`src/rtl/vote_collector.sv`:
```
// Front-end for the four-input majority voter: synchronises and debounces the voter
// buttons, runs a timed voting window and holds the latched ballot on a..d.
module vote_collector #(
    parameter int unsigned DEBOUNCE_CYCLES = 16,
    parameter int unsigned WINDOW_CYCLES   = 1000,
    parameter int unsigned CNT_W           = 16
) (
    input  logic       clk,
    input  logic       rst,
    input  logic       btn_a,
    input  logic       btn_b,
    input  logic       btn_c,
    input  logic       btn_d,
    input  logic       start,
    output logic       a,
    output logic       b,
    output logic       c,
    output logic       d,
    output logic       window_open,
    output logic       done,
    output logic [2:0] vote_count
);

    typedef enum logic [1:0] {IDLE, OPEN, CLOSED} state_t;

    localparam logic [CNT_W-1:0] DEB_LAST = CNT_W'(DEBOUNCE_CYCLES - 1);
    localparam logic [CNT_W-1:0] WIN_LOAD = CNT_W'(WINDOW_CYCLES - 1);

    state_t           state;
    logic [3:0]       raw;
    logic [3:0]       sync1;
    logic [3:0]       sync2;
    logic [3:0]       deb;
    logic [3:0]       deb_q;
    logic [3:0]       press;
    logic [3:0]       vote;
    logic [3:0]       nxt_vote;
    logic [CNT_W-1:0] dcnt [4];
    logic [CNT_W-1:0] timer;

    // Bit 0 is voter A, bit 3 is voter D.
    assign raw = {btn_d, btn_c, btn_b, btn_a};

    always_ff @(posedge clk or posedge rst) begin
        if (rst) begin
            sync1 <= '0;
            sync2 <= '0;
        end else begin
            sync1 <= raw;
            sync2 <= sync1;
        end
    end

    always_ff @(posedge clk or posedge rst) begin
        if (rst) begin
            deb   <= '0;
            deb_q <= '0;
            for (int unsigned i = 0; i < 4; i++) dcnt[i] <= '0;
        end else begin
            deb_q <= deb;
            for (int unsigned i = 0; i < 4; i++) begin
                if (sync2[i] != deb[i]) begin
                    if (dcnt[i] == DEB_LAST) begin
                        deb[i]  <= sync2[i];
                        dcnt[i] <= '0;
                    end else begin
                        dcnt[i] <= dcnt[i] + CNT_W'(1);
                    end
                end else begin
                    dcnt[i] <= '0;
                end
            end
        end
    end

    // A level already high when the window opens never produces a press.
    assign press    = deb & ~deb_q;
    assign nxt_vote = vote | press;

    function automatic logic [2:0] popcount(input logic [3:0] v);
        logic [2:0] n;
        n = '0;
        for (int unsigned i = 0; i < 4; i++) n = n + 3'(v[i]);
        return n;
    endfunction

    always_ff @(posedge clk or posedge rst) begin
        if (rst) begin
            state       <= IDLE;
            timer       <= '0;
            vote        <= '0;
            vote_count  <= '0;
            window_open <= 1'b0;
            done        <= 1'b0;
        end else begin
            case (state)
                IDLE, CLOSED: begin
                    if (start) begin
                        state       <= OPEN;
                        timer       <= WIN_LOAD;
                        vote        <= '0;
                        vote_count  <= '0;
                        window_open <= 1'b1;
                        done        <= 1'b0;
                    end
                end
                OPEN: begin
                    vote       <= nxt_vote;
                    vote_count <= popcount(nxt_vote);
                    timer      <= timer - CNT_W'(1);
                    // Early close looks at the registered latches, so it lands one clock after the fourth vote.
                    if (timer == '0 || (&vote)) begin
                        state       <= CLOSED;
                        window_open <= 1'b0;
                        done        <= 1'b1;
                    end
                end
                default: begin
                    state       <= IDLE;
                    window_open <= 1'b0;
                    done        <= 1'b0;
                end
            endcase
        end
    end

    assign a = vote[0];
    assign b = vote[1];
    assign c = vote[2];
    assign d = vote[3];

endmodule
```
`config.mk`:
```
export PLATFORM = sky130hd
export DESIGN_NAME = vote_collector
export DESIGN_NICKNAME = d
export VERILOG_FILES = /design/src/rtl/vote_collector.sv
export SDC_FILE = /design/constraint.sdc
export NUM_CORES = 1
export LEC_CHECK = 0
export ABC_AREA = 1
export CAP_MARGIN = 20
export CORE_MARGIN = 2
export CORE_UTILIZATION = 62
export CTS_CLUSTER_SIZE = 12
export DETAILED_ROUTE_END_ITERATION = 6
export GPL_TIMING_DRIVEN = 1
export PLACE_DENSITY = 0.8
export SYNTH_ARGS = -nofsm -noshare
export SYNTH_HDL_FRONTEND = slang
export SYNTH_SLANG_ARGS = --single-unit
```
`constraint.sdc`:
```
create_clock -name clk -period 3.97 [get_ports clk]
set_input_delay 0.794 -clock clk [delete_from_list [all_inputs] [get_ports clk]]
set_output_delay 0.794 -clock clk [all_outputs]
set_load 0.01 [all_outputs]
```
==> report_table.html, run 1 <==
<table>
<tr><th>Metric</th><th>Value</th></tr>
<tr><th colspan="2">Setup path</th></tr>
<tr><td>Required arrival time at the worst endpoint</td><td>3.18 ns</td></tr>
<tr><td>Cell with the biggest individual delay on the critical path</td><td>clkdlybuf4s50_1</td></tr>
<tr><td>Critical-path cell list</td><td>clkdlybuf4s50_1</td></tr>
<tr><td>Crit path largest cell delay</td><td>a little under 0.6 ns</td></tr>
<tr><td>Maximum fanout encountered on the critical timing path</td><td>3</td></tr>
<tr><td>Worst reg2reg endpoint</td><td>vote_count[1]</td></tr>
<tr><td>Path depth of the worst reg2reg path</td><td>6</td></tr>
<tr><td>CP Class</td><td>reg -&gt; out</td></tr>
<tr><td>Crit-path leading delay family</td><td>buffers and inverters</td></tr>
<tr><td>Startpoint Class</td><td>register</td></tr>
<tr><td>Number of buffers and inverters on the critical path</td><td>1</td></tr>
<tr><td>Reg2Reg Launch Point</td><td>deb[0]</td></tr>
<tr><td>Reg2reg setup slack</td><td>1.95 ns</td></tr>
<tr><td>Capturing element type of the critical path</td><td>output port</td></tr>
<tr><td>Arrival time at the worst endpoint</td><td>1.41 ns</td></tr>
<tr><th colspan="2">Synth</th></tr>
<tr><td>Synth Net Count</td><td>approximately 700</td></tr>
<tr><td>Cell taking the most area after synthesis</td><td>dfrtp_1</td></tr>
<tr><td>Average cell area after synthesis</td><td>8.025 um^2</td></tr>
<tr><td>Most common flop cell mapped by yosys</td><td>dfrtp_1</td></tr>
<tr><td>Unique cell type count in the Yosys netlist</td><td>35</td></tr>
<tr><td>Gate count after technology mapping</td><td>686</td></tr>
<tr><td>Synthesized area</td><td>roughly 0.0055 mm^2</td></tr>
<tr><td>Largest cells by area after synthesis</td><td>dfrtp_1, nand2_1, nor2_1</td></tr>
<tr><td>Number of storage elements in the synthesis netlist</td><td>106</td></tr>
<tr><td>Yosys top cell area share</td><td>48.18%</td></tr>
<tr><td>Warnings, synthesis</td><td>0</td></tr>
<tr><td>Post-synth EDFFs</td><td>0</td></tr>
<tr><td>Sequential area share after synthesis</td><td>48.18%</td></tr>
<tr><td>Share of flip-flops with an asynchronous set or reset</td><td>100.0%</td></tr>
<tr><th colspan="2">Cells and area</th></tr>
<tr><td>Antenna diodes</td><td>0</td></tr>
<tr><td>Fill cell count</td><td>about 710</td></tr>
<tr><td>Synthesis-to-finish area growth</td><td>8.364%</td></tr>
<tr><td>Layout cell share with drive strength beyond 1</td><td>11.22%</td></tr>
<tr><td>Number of nets in the layout</td><td>723</td></tr>
<tr><td>Final non-filler cell total</td><td>821</td></tr>
<tr><td>Sequential cell area</td><td>approximately 0.0027 mm^2</td></tr>
<tr><td>Leading cell types in the layout, fill and taps excluded</td><td>nand2_1, nor2_1, dfrtp_1</td></tr>
<tr><td>Most common library cell in the layout ignoring fill and taps</td><td>nand2_1</td></tr>
<tr><td>Combined area of the multi-input logic cells</td><td>0.002541 mm^2</td></tr>
<tr><th colspan="2">Floorplanning</th></tr>
<tr><td>Overall die area</td><td>a little under 0.01 mm^2</td></tr>
<tr><td>Number of core rows</td><td>34</td></tr>
<tr><td>X dimension of the die</td><td>98.23 um</td></tr>
<tr><td>Placeable Area</td><td>0.008678 mm^2</td></tr>
<tr><td>Initial cell density of the core</td><td>a little under two thirds</td></tr>
<tr><td>I/O pin count</td><td>16</td></tr>
<tr><td>Die height</td><td>98.23 um</td></tr>
<tr><th colspan="2">Placement</th></tr>
<tr><td>Number of placed cells counting well taps</td><td>805</td></tr>
<tr><td>Half-perimeter wire length after placement</td><td>7.558 mm</td></tr>
<tr><td>Routability congestion estimate from global placement</td><td>0.9068</td></tr>
<tr><td>Port Buffers</td><td>15</td></tr>
<tr><th colspan="2">STA</th></tr>
<tr><td>Transition time of the tightest slew-check pin</td><td>0.8617 ns</td></tr>
<tr><td>Share of the clock period used by the worst path after layout</td><td>55.57%</td></tr>
<tr><td>Post-Route Setup TNS</td><td>0 ns</td></tr>
<tr><td>Fmax</td><td>453.3 MHz</td></tr>
<tr><td>Setup repair after global routing missed its margin</td><td>false</td></tr>
<tr><td>Worst clock skew</td><td>0.01224 ns</td></tr>
<tr><td>Final hold violation count</td><td>0</td></tr>
<tr><td>Fin crit period</td><td>2.206 ns</td></tr>
<tr><td>Worst rel slew slack</td><td>between 40% and 50%</td></tr>
<tr><td>Final Max Slew Viols</td><td>0</td></tr>
<tr><td>Number of failing setup endpoints in the final timing report</td><td>0</td></tr>
<tr><th colspan="2">CTS</th></tr>
<tr><td>CTS sink cnt</td><td>106</td></tr>
<tr><td>H-Tree Depth</td><td>3</td></tr>
<tr><td>Buffer levels on the longest clock path</td><td>2</td></tr>
<tr><td>Quantity of gates resized following cts</td><td>0</td></tr>
<tr><td>Clock transition at the registers of the reported paths</td><td>0.10 ns</td></tr>
<tr><td>TritonCTS clock tree</td><td>done</td></tr>
<tr><td>Clock root buffer</td><td>clkbuf_8</td></tr>
<tr><td>Post-CTS Setup Repair Bufs</td><td>0</td></tr>
<tr><td>Number of hold buffers added after cts</td><td>0</td></tr>
<tr><td>Clock latency of the later-clocked register in the worst-skew pair</td><td>0.37 ns</td></tr>
<tr><td>Inserted Clock Buffers</td><td>9</td></tr>
<tr><th colspan="2">GRT</th></tr>
<tr><td>Grt total ovfl</td><td>0</td></tr>
<tr><td>Maximum number of pins on one net before global-route repair</td><td>71</td></tr>
<tr><td>Global-route total usage across every layer</td><td>23.26%</td></tr>
<tr><td>First-pass GRT wire length</td><td>roughly 18 mm</td></tr>
<tr><td>Number of global-route vias before repair</td><td>between 4000 and 5000</td></tr>
<tr><td>Antenna violations before repair</td><td>0</td></tr>
<tr><th colspan="2">Pwr</th></tr>
<tr><td>Overall power consumption</td><td>2.170 mW</td></tr>
<tr><td>Cell Pwr Density</td><td>about 360 mW/mm^2</td></tr>
<tr><td>IR Drop Worst-Case VDD</td><td>0.2711 mV</td></tr>
<tr><td>LEAKAGE</td><td>2.592 nW</td></tr>
<tr><th colspan="2">Worst hold path</th></tr>
<tr><td>Type of the tightest min-delay check</td><td>reg -&gt; reg</td></tr>
<tr><td>WHS Endpoint</td><td>sync2[0]</td></tr>
<tr><td>Worst hold path depth</td><td>0</td></tr>
<tr><td>Startpoint of the tightest hold check path</td><td>sync1[0]</td></tr>
<tr><th colspan="2">Route</th></tr>
<tr><td>Via count normalized by instance count</td><td>between 5 and 6</td></tr>
<tr><td>Number of antenna-violating nets in the routed design</td><td>0</td></tr>
<tr><td>First drt pass iteration count</td><td>5</td></tr>
<tr><td>Number of violations reported at the end of detailed-routing iteration 0</td><td>191</td></tr>
<tr><td># DRC</td><td>0</td></tr>
<tr><td>Post-Route WL</td><td>10.33 mm</td></tr>
<tr><td>Routed via count</td><td>~4400</td></tr>
<tr><td>Post-DR wirelength/cell</td><td>between 10 and 15 um</td></tr>
<tr><th colspan="2">Job</th></tr>
<tr><td>Number of maximum-capacitance violations</td><td>0</td></tr>
<tr><th colspan="2">Status</th></tr>
<tr><td>Outcome</td><td>complete, no violations</td></tr>
</table>
per-layer routing:
layer | track usage [%] | share of wire [%]
met5 | 0 | 0
met1 | 32.53 | 47
met3 | 5.583 | 4.4
met4 | 5.796 | 1.2
met2 | 37.20 | 48
Yosys cell counts, types with 7 or more instances:
library cell,count
o21ai_0,11
xor2_1,23
dfrtp_1,106
inv_1,56
nor2_1,143
ha_1,7
nor3_1,11
a21oi_1,22
nor2_2,20
nand2_2,8
nor2_4,7
inv_2,13
nand3_1,55
nand2_1,153
nand4_1,8
worst max path at each step:
stage	start	end	slack [ns]	cells past startpoint
after detailed placement	start	timer[5]	1.73	8
after floorplan	rst	dcnt[0]	0.39	1
after CTS	done	done	1.74	1
after global routing	done	done	1.71	1
final	done	done	1.76	1
after global placement	start	timer[5]	1.78	8
cells by family after synthesis:
group	synth area share, %
simple gates	35.02
xor+xnor	4.909
flops	48.18
buf+inv	5.659
fa+ha+maj	1.954
compound gates	4.273
area by class of cell:
class	count	area share, %
sequential	106	44.46
multi-input combinational	503	42.60
inverter	72	4.656
timing repair buffer	16	2.852
clock buffer	12	2.601
tap	108	2.265
clock inverter	4	0.5663
report_power, final:
group,total (mW),leakage [nW],internal (mW),switching (mW)
registers,1.18,1.41,1.13,0.0479
clock network,0.640,0.0932,0.268,0.372
logic,0.351,1.09,0.107,0.244
sequential cells by signal (all words and copies together), names as in the netlist, 3 cells and up:
signal / count
dcnt: 64
deb: 4
deb_q: 4
sync1: 4
sync2: 4
timer: 16
vote: 4
vote_count: 3
metrics by stage:
stage / hold slack [ns] / setup slack [ns] / util [%] / cell area (um^2)
after global placement: 0.3341 / 1.777 / 66.57 / 5777
after global routing: 0.3640 / 1.714 / 68.74 / 5966
after CTS: 0.3578 / 1.742 / 68.74 / 5966
after detailed placement: 0.3347 / 1.731 / 66.57 / 5777
final: 0.3590 / 1.764 / 68.74 / 5966
after floorplan: 0.3312 / 0.3871 / - / 5505
(Power assumes the default switching activity.)
==> run 2: changes to the inputs <==
--- a/config.mk
+++ b/config.mk
@@ -8,11 +8,11 @@
 export ABC_AREA = 1
 export CAP_MARGIN = 20
 export CORE_MARGIN = 2
-export CORE_UTILIZATION = 62
+export CORE_UTILIZATION = 56
 export CTS_CLUSTER_SIZE = 12
 export DETAILED_ROUTE_END_ITERATION = 6
 export GPL_TIMING_DRIVEN = 1
-export PLACE_DENSITY = 0.8
+export PLACE_DENSITY = 0.76
 export SYNTH_ARGS = -nofsm -noshare
 export SYNTH_HDL_FRONTEND = slang
 export SYNTH_SLANG_ARGS = --single-unit
==> constraint.sdc (replaced) <==
create_clock -name clk -period 1.8 [get_ports clk]
set_input_delay 0.36 -clock clk [delete_from_list [all_inputs] [get_ports clk]]
set_output_delay 0.36 -clock clk [all_outputs]
set_load 0.01 [all_outputs]
==> run 2 against run 1 <==
Effect of this change: the flow now finishes with violations (setup timing); sequential power grew 120%; clock skew shrank 0.0055 ns; total power grew 120%.
==> report_table.html, run 2 (synthesized netlist as in run 1, its figures left out) <==
<table>
<tr><th>Metric</th><th>Value</th></tr>
<tr><th colspan="2">Setup path</th></tr>
<tr><td>Capturing element type of the critical path</td><td>register</td></tr>
<tr><td>Crit path largest cell delay</td><td>0.54 ns</td></tr>
<tr><td>Critical-path cell list</td><td>a21oi_2 -&gt; inv_1 -&gt; fa_1 -&gt; ha_2 -&gt; ha_4 -&gt; a22o_1</td></tr>
<tr><td>CP Class</td><td>reg -&gt; reg</td></tr>
<tr><td>Maximum fanout encountered on the critical timing path</td><td>2</td></tr>
<tr><td>Startpoint Class</td><td>register</td></tr>
<tr><td>Cell with the biggest individual delay on the critical path</td><td>fa_1</td></tr>
<tr><td>Required arrival time at the worst endpoint</td><td>about 2.1 ns</td></tr>
<tr><td>Reg2reg setup slack</td><td>-0.04 ns</td></tr>
<tr><td>Arrival time at the worst endpoint</td><td>~2.1 ns</td></tr>
<tr><th colspan="2">Route</th></tr>
<tr><td>Routed via count</td><td>around 4400</td></tr>
<tr><td>Post-Route WL</td><td>10.29 mm</td></tr>
<tr><td>Post-DR wirelength/cell</td><td>~12 um</td></tr>
<tr><td>First drt pass iteration count</td><td>4</td></tr>
<tr><td>Number of violations reported at the end of detailed-routing iteration 0</td><td>164</td></tr>
<tr><td>Via count normalized by instance count</td><td>5.049</td></tr>
<tr><td>Number of antenna-violating nets in the routed design</td><td>0</td></tr>
<tr><td># DRC</td><td>0</td></tr>
<tr><th colspan="2">Cells and area</th></tr>
<tr><td>Total non-filler cell area in the finished layout</td><td>0.006158 mm^2</td></tr>
<tr><td>Sequential cell area</td><td>0.002654 mm^2</td></tr>
<tr><td>Layout cell share with drive strength beyond 1</td><td>13.85%</td></tr>
<tr><td>Synthesis-to-finish area growth</td><td>11.86%</td></tr>
<tr><td>Antenna diodes</td><td>0</td></tr>
<tr><td>Combined area of the multi-input logic cells</td><td>0.002567 mm^2</td></tr>
<tr><td>Number of nets in the layout</td><td>740</td></tr>
<tr><td>Leading cell types in the layout, fill and taps excluded</td><td>nand2_1, nor2_1, dfrtp_1</td></tr>
<tr><td>Biggest register</td><td>dcnt</td></tr>
<tr><td>Leading registers by flop count</td><td>dcnt x64, timer x16</td></tr>
<tr><td>Final non-filler cell total</td><td>862</td></tr>
<tr><td>Fill cell count</td><td>853</td></tr>
<tr><td>Flip-flop count of the largest register, all copies and words added</td><td>64</td></tr>
<tr><td>Most common library cell in the layout ignoring fill and taps</td><td>nand2_1</td></tr>
<tr><th colspan="2">STA</th></tr>
<tr><td>Transition time of the tightest slew-check pin</td><td>0.4026 ns</td></tr>
<tr><td>Final setup slack of the worst path</td><td>-0.04394 ns</td></tr>
<tr><td>Post-Route Setup TNS</td><td>-0.04394 ns</td></tr>
<tr><td>Setup repair after global routing missed its margin</td><td>true</td></tr>
<tr><td>Share of the clock period used by the worst path after layout</td><td>102.4%</td></tr>
<tr><td>Number of failing setup endpoints in the final timing report</td><td>1</td></tr>
<tr><td>Worst clock skew</td><td>0.006705 ns</td></tr>
<tr><td>Final hold violation count</td><td>0</td></tr>
<tr><td>Fin crit period</td><td>1.844 ns</td></tr>
<tr><td>Worst rel slew slack</td><td>between 70% and 80%</td></tr>
<tr><td>Fmax</td><td>542.3 MHz</td></tr>
<tr><td>Final Max Slew Viols</td><td>0</td></tr>
<tr><th colspan="2">Placement</th></tr>
<tr><td>Placed inst area</td><td>0.005946 mm^2</td></tr>
<tr><td>Routability congestion estimate from global placement</td><td>between 0.8 and 0.9</td></tr>
<tr><td>Half-perimeter wire length after placement</td><td>7.699 mm</td></tr>
<tr><td>Number of placed cells counting well taps</td><td>843</td></tr>
<tr><td>Port Buffers</td><td>15</td></tr>
<tr><td>Pre-CTS setup slack</td><td>-0.05351 ns</td></tr>
<tr><th colspan="2">Status</th></tr>
<tr><td>Outcome</td><td>finished with violations</td></tr>
<tr><td>Violated checks</td><td>setup timing</td></tr>
<tr><th colspan="2">Worst hold path</th></tr>
<tr><td>Type of the tightest min-delay check</td><td>in -&gt; async</td></tr>
<tr><th colspan="2">CTS</th></tr>
<tr><td>CTS sink cnt</td><td>around 110</td></tr>
<tr><td>Clock root buffer</td><td>clkbuf_8</td></tr>
<tr><td>H-Tree Depth</td><td>3</td></tr>
<tr><td>Clock latency of the later-clocked register in the worst-skew pair</td><td>~0.36 ns</td></tr>
<tr><td>Number of hold buffers added after cts</td><td>0</td></tr>
<tr><td>Inserted Clock Buffers</td><td>9</td></tr>
<tr><td>Buffer levels on the longest clock path</td><td>2</td></tr>
<tr><td>Clock transition at the registers of the reported paths</td><td>0.09 ns</td></tr>
<tr><td>TritonCTS clock tree</td><td>done</td></tr>
<tr><th colspan="2">Floorplanning</th></tr>
<tr><td>Placeable Area</td><td>0.009639 mm^2</td></tr>
<tr><td>Die height</td><td>about 100 um</td></tr>
<tr><td>Number of core rows</td><td>36</td></tr>
<tr><td>I/O pin count</td><td>16</td></tr>
<tr><td>X dimension of the die</td><td>approximately 100 um</td></tr>
<tr><td>Overall die area</td><td>0.01064 mm^2</td></tr>
<tr><td>Initial cell density of the core</td><td>57.11%</td></tr>
<tr><th colspan="2">Job</th></tr>
<tr><td>Number of maximum-capacitance violations</td><td>0</td></tr>
<tr><th colspan="2">Pwr</th></tr>
<tr><td>Cell Pwr Density</td><td>~760 mW/mm^2</td></tr>
<tr><td>Switching power as a share of total power</td><td>30.37%</td></tr>
<tr><td>Sequential power share</td><td>between 50 and 60%</td></tr>
<tr><td>LEAKAGE</td><td>2.708 nW</td></tr>
<tr><td>Internal power</td><td>3.255 mW</td></tr>
<tr><td>Overall power consumption</td><td>4.675 mW</td></tr>
<tr><td>Part of the power in the clock network</td><td>27.0%</td></tr>
<tr><td>Logic gate share of total power</td><td>between 10% and 20%</td></tr>
<tr><td>Switching power</td><td>~1.4 mW</td></tr>
<tr><td>IR Drop Worst-Case VDD</td><td>0.4767 mV</td></tr>
<tr><th colspan="2">GRT</th></tr>
<tr><td>First-pass GRT wire length</td><td>~18 mm</td></tr>
<tr><td>Maximum number of pins on one net before global-route repair</td><td>33</td></tr>
<tr><td>Grt total ovfl</td><td>0</td></tr>
<tr><td>Global-route total usage across every layer</td><td>21.33%</td></tr>
<tr><td>Antenna violations before repair</td><td>0</td></tr>
<tr><td>Number of global-route vias before repair</td><td>4118</td></tr>
</table>
run 2: per-layer routing:
layer / part of all wire (%) / GRT usage [%]
met1: 46 / 26.54
met2: 50 / 37.31
met3: 2.5 / 5.017
met4: 1.2 / 5.870
met5: 0 / 0
run 2: final cells by class:
type	instances	area share, %
Tap cell	133	2.702
Multi-Input combinational cell	503	41.69
Clock buffer	11	2.133
Timing Repair Buffer	33	5.364
Inverter	72	4.531
Clock inverter	4	0.4876
Sequential cell	106	43.09
run 2: power by group through the flow:
stage / combinational (mW) / clock [mW] / sequential [mW]
2_1_floorplan: 0.594 / 0 / 2.64
3_3_place_gp: 0.795 / 0 / 2.64
3_5_place_dp: 0.815 / 0 / 2.65
4_1_cts: 0.820 / 1.31 / 2.60
5_1_grt: 0.915 / 1.40 / 2.63
6_report: 0.812 / 1.26 / 2.60
run 2: final timing paths:
kind,start,endpoint,cells past startpoint
hold reg to reg,sync1[1],sync2[1],0
max in group asynchronous,rst,vote_count[0],3
setup reg to reg,deb[0],vote_count[1],6
hold / removal,rst,sync1[1],2
setup / recovery,deb[0],vote_count[1],6
min in group clk,sync1[1],sync2[1],0
run 2: metrics by stage:
step,util (%),hold slack [ns]
2_1_floorplan,-,0.3312
3_3_place_gp,61.68,0.3348
3_5_place_dp,61.68,0.3347
4_1_cts,63.64,0.3069
5_1_grt,63.89,0.3492
6_report,63.89,0.3294
run 2: what timing repair did:
item / CTS / global route
gates resized for setup: 1 / 4
pin swaps: 4 / 1
endpoints found under the setup margin: 1 / 6
setup buffers: 2 / 2
gates cloned: 0 / 0
run 2: critical path: cells and delay by family (launching register included):
kind / cells / cell delay, ns
compound gates: 2 / 0.35
fa+ha+maj: 3 / 0.91
buf+inv: 1 / 0.08
flops: 1 / 0.40
==> run 3: changes to the inputs <==
--- a/config.mk
+++ b/config.mk
@@ -7,12 +7,11 @@
 export LEC_CHECK = 0
 export ABC_AREA = 1
 export CAP_MARGIN = 20
-export CORE_MARGIN = 2
 export CORE_UTILIZATION = 56
 export CTS_CLUSTER_SIZE = 12
 export DETAILED_ROUTE_END_ITERATION = 6
 export GPL_TIMING_DRIVEN = 1
-export PLACE_DENSITY = 0.76
+export PLACE_DENSITY = 0.81
 export SYNTH_ARGS = -nofsm -noshare
 export SYNTH_HDL_FRONTEND = slang
 export SYNTH_SLANG_ARGS = --single-unit
==> constraint.sdc (replaced) <==
create_clock -name clk -period 1.8 [get_ports clk]
set_input_delay 0.27 -clock clk [delete_from_list [all_inputs] [get_ports clk]]
set_output_delay 0.27 -clock clk [all_outputs]
set_load 0.01 [all_outputs]
==> run 3 against run 2 <==
Effect of this change: the flow still finishes with violations (setup timing); worst hold slack got worse by 0.10 ns; die area decreased by 3.8%; worst setup slack worse by 0.012 ns; clock power increased by 20%; first-iteration DRC count increased by 47%; sequential power about the same; critical path depth unchanged; routed wire length up 2.8%; sequential share of layout area shrank 0.055 points; critical path type unchanged.
==> report_table.html, run 3 (synthesized netlist as in run 1, its figures left out) <==
<table>
<tr><th>Metric</th><th>Value</th></tr>
<tr><th colspan="2">Cells and area</th></tr>
<tr><td>Layout cell share with drive strength beyond 1</td><td>between 10% and 20%</td></tr>
<tr><td>Antenna diodes</td><td>0</td></tr>
<tr><td>Biggest register</td><td>dcnt</td></tr>
<tr><td>Most common library cell in the layout ignoring fill and taps</td><td>nand2_1</td></tr>
<tr><td>Leading registers by flop count</td><td>dcnt x64, timer x16</td></tr>
<tr><td>Total non-filler cell area in the finished layout</td><td>around 0.006 mm^2</td></tr>
<tr><td>Leading cell types in the layout, fill and taps excluded</td><td>nand2_1, nor2_1, dfrtp_1</td></tr>
<tr><td>Flip-flop count of the largest register, all copies and words added</td><td>64</td></tr>
<tr><td>Synthesis-to-finish area growth</td><td>11.95%</td></tr>
<tr><td>Number of nets in the layout</td><td>739</td></tr>
<tr><th colspan="2">Setup path</th></tr>
<tr><td>Required arrival time at the worst endpoint</td><td>around 2.1 ns</td></tr>
<tr><td>Maximum fanout encountered on the critical timing path</td><td>2</td></tr>
<tr><td>Arrival time at the worst endpoint</td><td>2.14 ns</td></tr>
<tr><td>Capturing element type of the critical path</td><td>register</td></tr>
<tr><td>CP Class</td><td>reg -&gt; reg</td></tr>
<tr><td>Startpoint Class</td><td>register</td></tr>
<tr><th colspan="2">Job</th></tr>
<tr><td>Number of maximum-capacitance violations</td><td>0</td></tr>
<tr><th colspan="2">Pwr</th></tr>
<tr><td>Overall power consumption</td><td>slightly below 5 mW</td></tr>
<tr><td>IR Drop Worst-Case VDD</td><td>around 0.5 mV</td></tr>
<tr><td>LEAKAGE</td><td>2.680 nW</td></tr>
<tr><td>Cell Pwr Density</td><td>between 700 and 800 mW/mm^2</td></tr>
<tr><th colspan="2">Route</th></tr>
<tr><td>Number of violations reported at the end of detailed-routing iteration 0</td><td>241</td></tr>
<tr><td>Post-Route WL</td><td>10.57 mm</td></tr>
<tr><td># DRC</td><td>0</td></tr>
<tr><td>Routed via count</td><td>approximately 4500</td></tr>
<tr><td>Post-DR wirelength/cell</td><td>12.32 um</td></tr>
<tr><td>Number of antenna-violating nets in the routed design</td><td>0</td></tr>
<tr><td>First drt pass iteration count</td><td>5</td></tr>
<tr><td>Via count normalized by instance count</td><td>5.211</td></tr>
<tr><th colspan="2">CTS</th></tr>
<tr><td>H-Tree Depth</td><td>3</td></tr>
<tr><td>Buffer levels on the longest clock path</td><td>2</td></tr>
<tr><td>Clock latency of the later-clocked register in the worst-skew pair</td><td>~0.38 ns</td></tr>
<tr><td>Inserted Clock Buffers</td><td>9</td></tr>
<tr><td>CTS sink cnt</td><td>106</td></tr>
<tr><td>Clock transition at the registers of the reported paths</td><td>0.11 ns</td></tr>
<tr><td>TritonCTS clock tree</td><td>done</td></tr>
<tr><td>Clock root buffer</td><td>clkbuf_8</td></tr>
<tr><th colspan="2">Floorplanning</th></tr>
<tr><td>Overall die area</td><td>about 0.010 mm^2</td></tr>
<tr><td>I/O pin count</td><td>16</td></tr>
<tr><td>Die height</td><td>approximately 100 um</td></tr>
<tr><td>Initial cell density of the core</td><td>58.74%</td></tr>
<tr><td>X dimension of the die</td><td>just over 100 um</td></tr>
<tr><td>Placeable Area</td><td>0.009371 mm^2</td></tr>
<tr><td>Number of core rows</td><td>35</td></tr>
<tr><th colspan="2">Placement</th></tr>
<tr><td>Half-perimeter wire length after placement</td><td>slightly below 8 mm</td></tr>
<tr><td>Routability congestion estimate from global placement</td><td>0.9596</td></tr>
<tr><td>Port Buffers</td><td>15</td></tr>
<tr><td>Placed inst area</td><td>0.005906 mm^2</td></tr>
<tr><td>Pre-CTS setup slack</td><td>-0.09404 ns</td></tr>
<tr><th colspan="2">GRT</th></tr>
<tr><td>Antenna violations before repair</td><td>0</td></tr>
<tr><td>Grt total ovfl</td><td>0</td></tr>
<tr><td>Global-route total usage across every layer</td><td>23.41%</td></tr>
<tr><td>Maximum number of pins on one net before global-route repair</td><td>54</td></tr>
<tr><td>First-pass GRT wire length</td><td>18.87 mm</td></tr>
<tr><td>Number of global-route vias before repair</td><td>4400</td></tr>
<tr><th colspan="2">STA</th></tr>
<tr><td>Transition time of the tightest slew-check pin</td><td>0.3982 ns</td></tr>
<tr><td>Share of the clock period used by the worst path after layout</td><td>103.1%</td></tr>
<tr><td>Final Max Slew Viols</td><td>0</td></tr>
<tr><td>Fin crit period</td><td>between 1.5 and 2 ns</td></tr>
<tr><td>Worst clock skew</td><td>roughly 0.012 ns</td></tr>
<tr><td>Worst rel slew slack</td><td>73.40%</td></tr>
<tr><td>Fmax</td><td>538.7 MHz</td></tr>
<tr><td>Number of failing setup endpoints in the final timing report</td><td>1</td></tr>
<tr><td>Final hold violation count</td><td>0</td></tr>
<tr><td>Final setup slack of the worst path</td><td>-0.05631 ns</td></tr>
<tr><td>Setup repair after global routing missed its margin</td><td>true</td></tr>
<tr><th colspan="2">Worst hold path</th></tr>
<tr><td>Type of the tightest min-delay check</td><td>in -&gt; async</td></tr>
<tr><th colspan="2">Status</th></tr>
<tr><td>Outcome</td><td>finished with violations</td></tr>
<tr><td>Violated checks</td><td>setup timing</td></tr>
</table>
==> run 3: cell count changes in the layout (fill, tap and decap cells not counted), sizes merged <==
cell	previous run	this run
clkinv	1	3
bufinv	0	1
buf	18	17
clkdlybuf4s50	12	15
clkinvlp	5	1
clkbuf	11	10
dlymetal6s2s	3	0
inv	70	73
==> run 3: cell type report <==
cell class,instances,area (um^2)
inverter,72,279.0
tap,129,161.4
clock buffer,10,127.6
multi-input combinational,503,2567
sequential,106,2653
fill,791,3208
timing repair buffer,32,302.8
clock inverter,6,72.57
==> run 3: worst paths after layout <==
path                       slack (ns)  startpoint            end  cells after the start
hold reg to reg                  0.36    sync1[2]       sync2[2]                      0
hold / removal                   0.23         rst        dcnt[2]                      2
max in group asynchronous        0.99         rst       dcnt[34]                      3
min in group clk                 0.32       btn_a       sync1[0]                      1
setup reg to reg                -0.06      deb[1]  vote_count[1]                      6
setup / recovery                -0.06      deb[1]  vote_count[1]                      6
==> run 3: repair_timing <==
item | 4_1_cts | 5_1_grt
setup buffers | 3 | 3
cloned | 0 | 0
endpoints found under the setup margin | 1 | 3
resized for setup | 1 | 0
pin swaps | 3 | 5
endpoints found under the hold margin | 0 | 0
hold buffers | 0 | 0
==> run 3: routing by layer <==
| metal | track usage, % | part of all wire [%] | vias up |
|---|---|---|---|
| met1 | 29.83 | 45 | 2114 |
| met4 | 7.804 | 1.5 | 0 |
| met2 | 39.67 | 50 | 104 |
| met5 | 0 | 0 | - |
| met3 | 5.314 | 4.3 | 15 |
| li1 | - | - | 2238 |
==> run 3: worst max-delay path, cell delays in order, from the launching register on <==
cell	delay, ns
dfrtp_1	0.40
a21oi_2	0.15
inv_1	0.07
fa_1	0.55
ha_2	0.20
ha_4	0.20
a22o_1	0.20
==> run 3: metrics by stage <==
stage	std cells	hold slack, ns	utilization [%]	TNS, ns
2_1_floorplan	686	0.3014	-	-0.02938
3_3_place_gp	836	0.3366	63.02	-0.002736
3_5_place_dp	836	0.3371	63.02	-0.09404
4_1_cts	855	0.2253	65.53	-0.06820
5_1_grt	858	0.2334	65.77	-0.1664
6_report	858	0.2267	65.77	-0.05631
==> run 3: report_power, final <==
group          leakage [nW]  switching [mW]  total (mW)  internal [mW]
combinational          1.17           0.555       0.810          0.255
sequential             1.41           0.106        2.60           2.50
clock                 0.103           0.842        1.51          0.664
total                  2.68            1.50        4.92           3.42
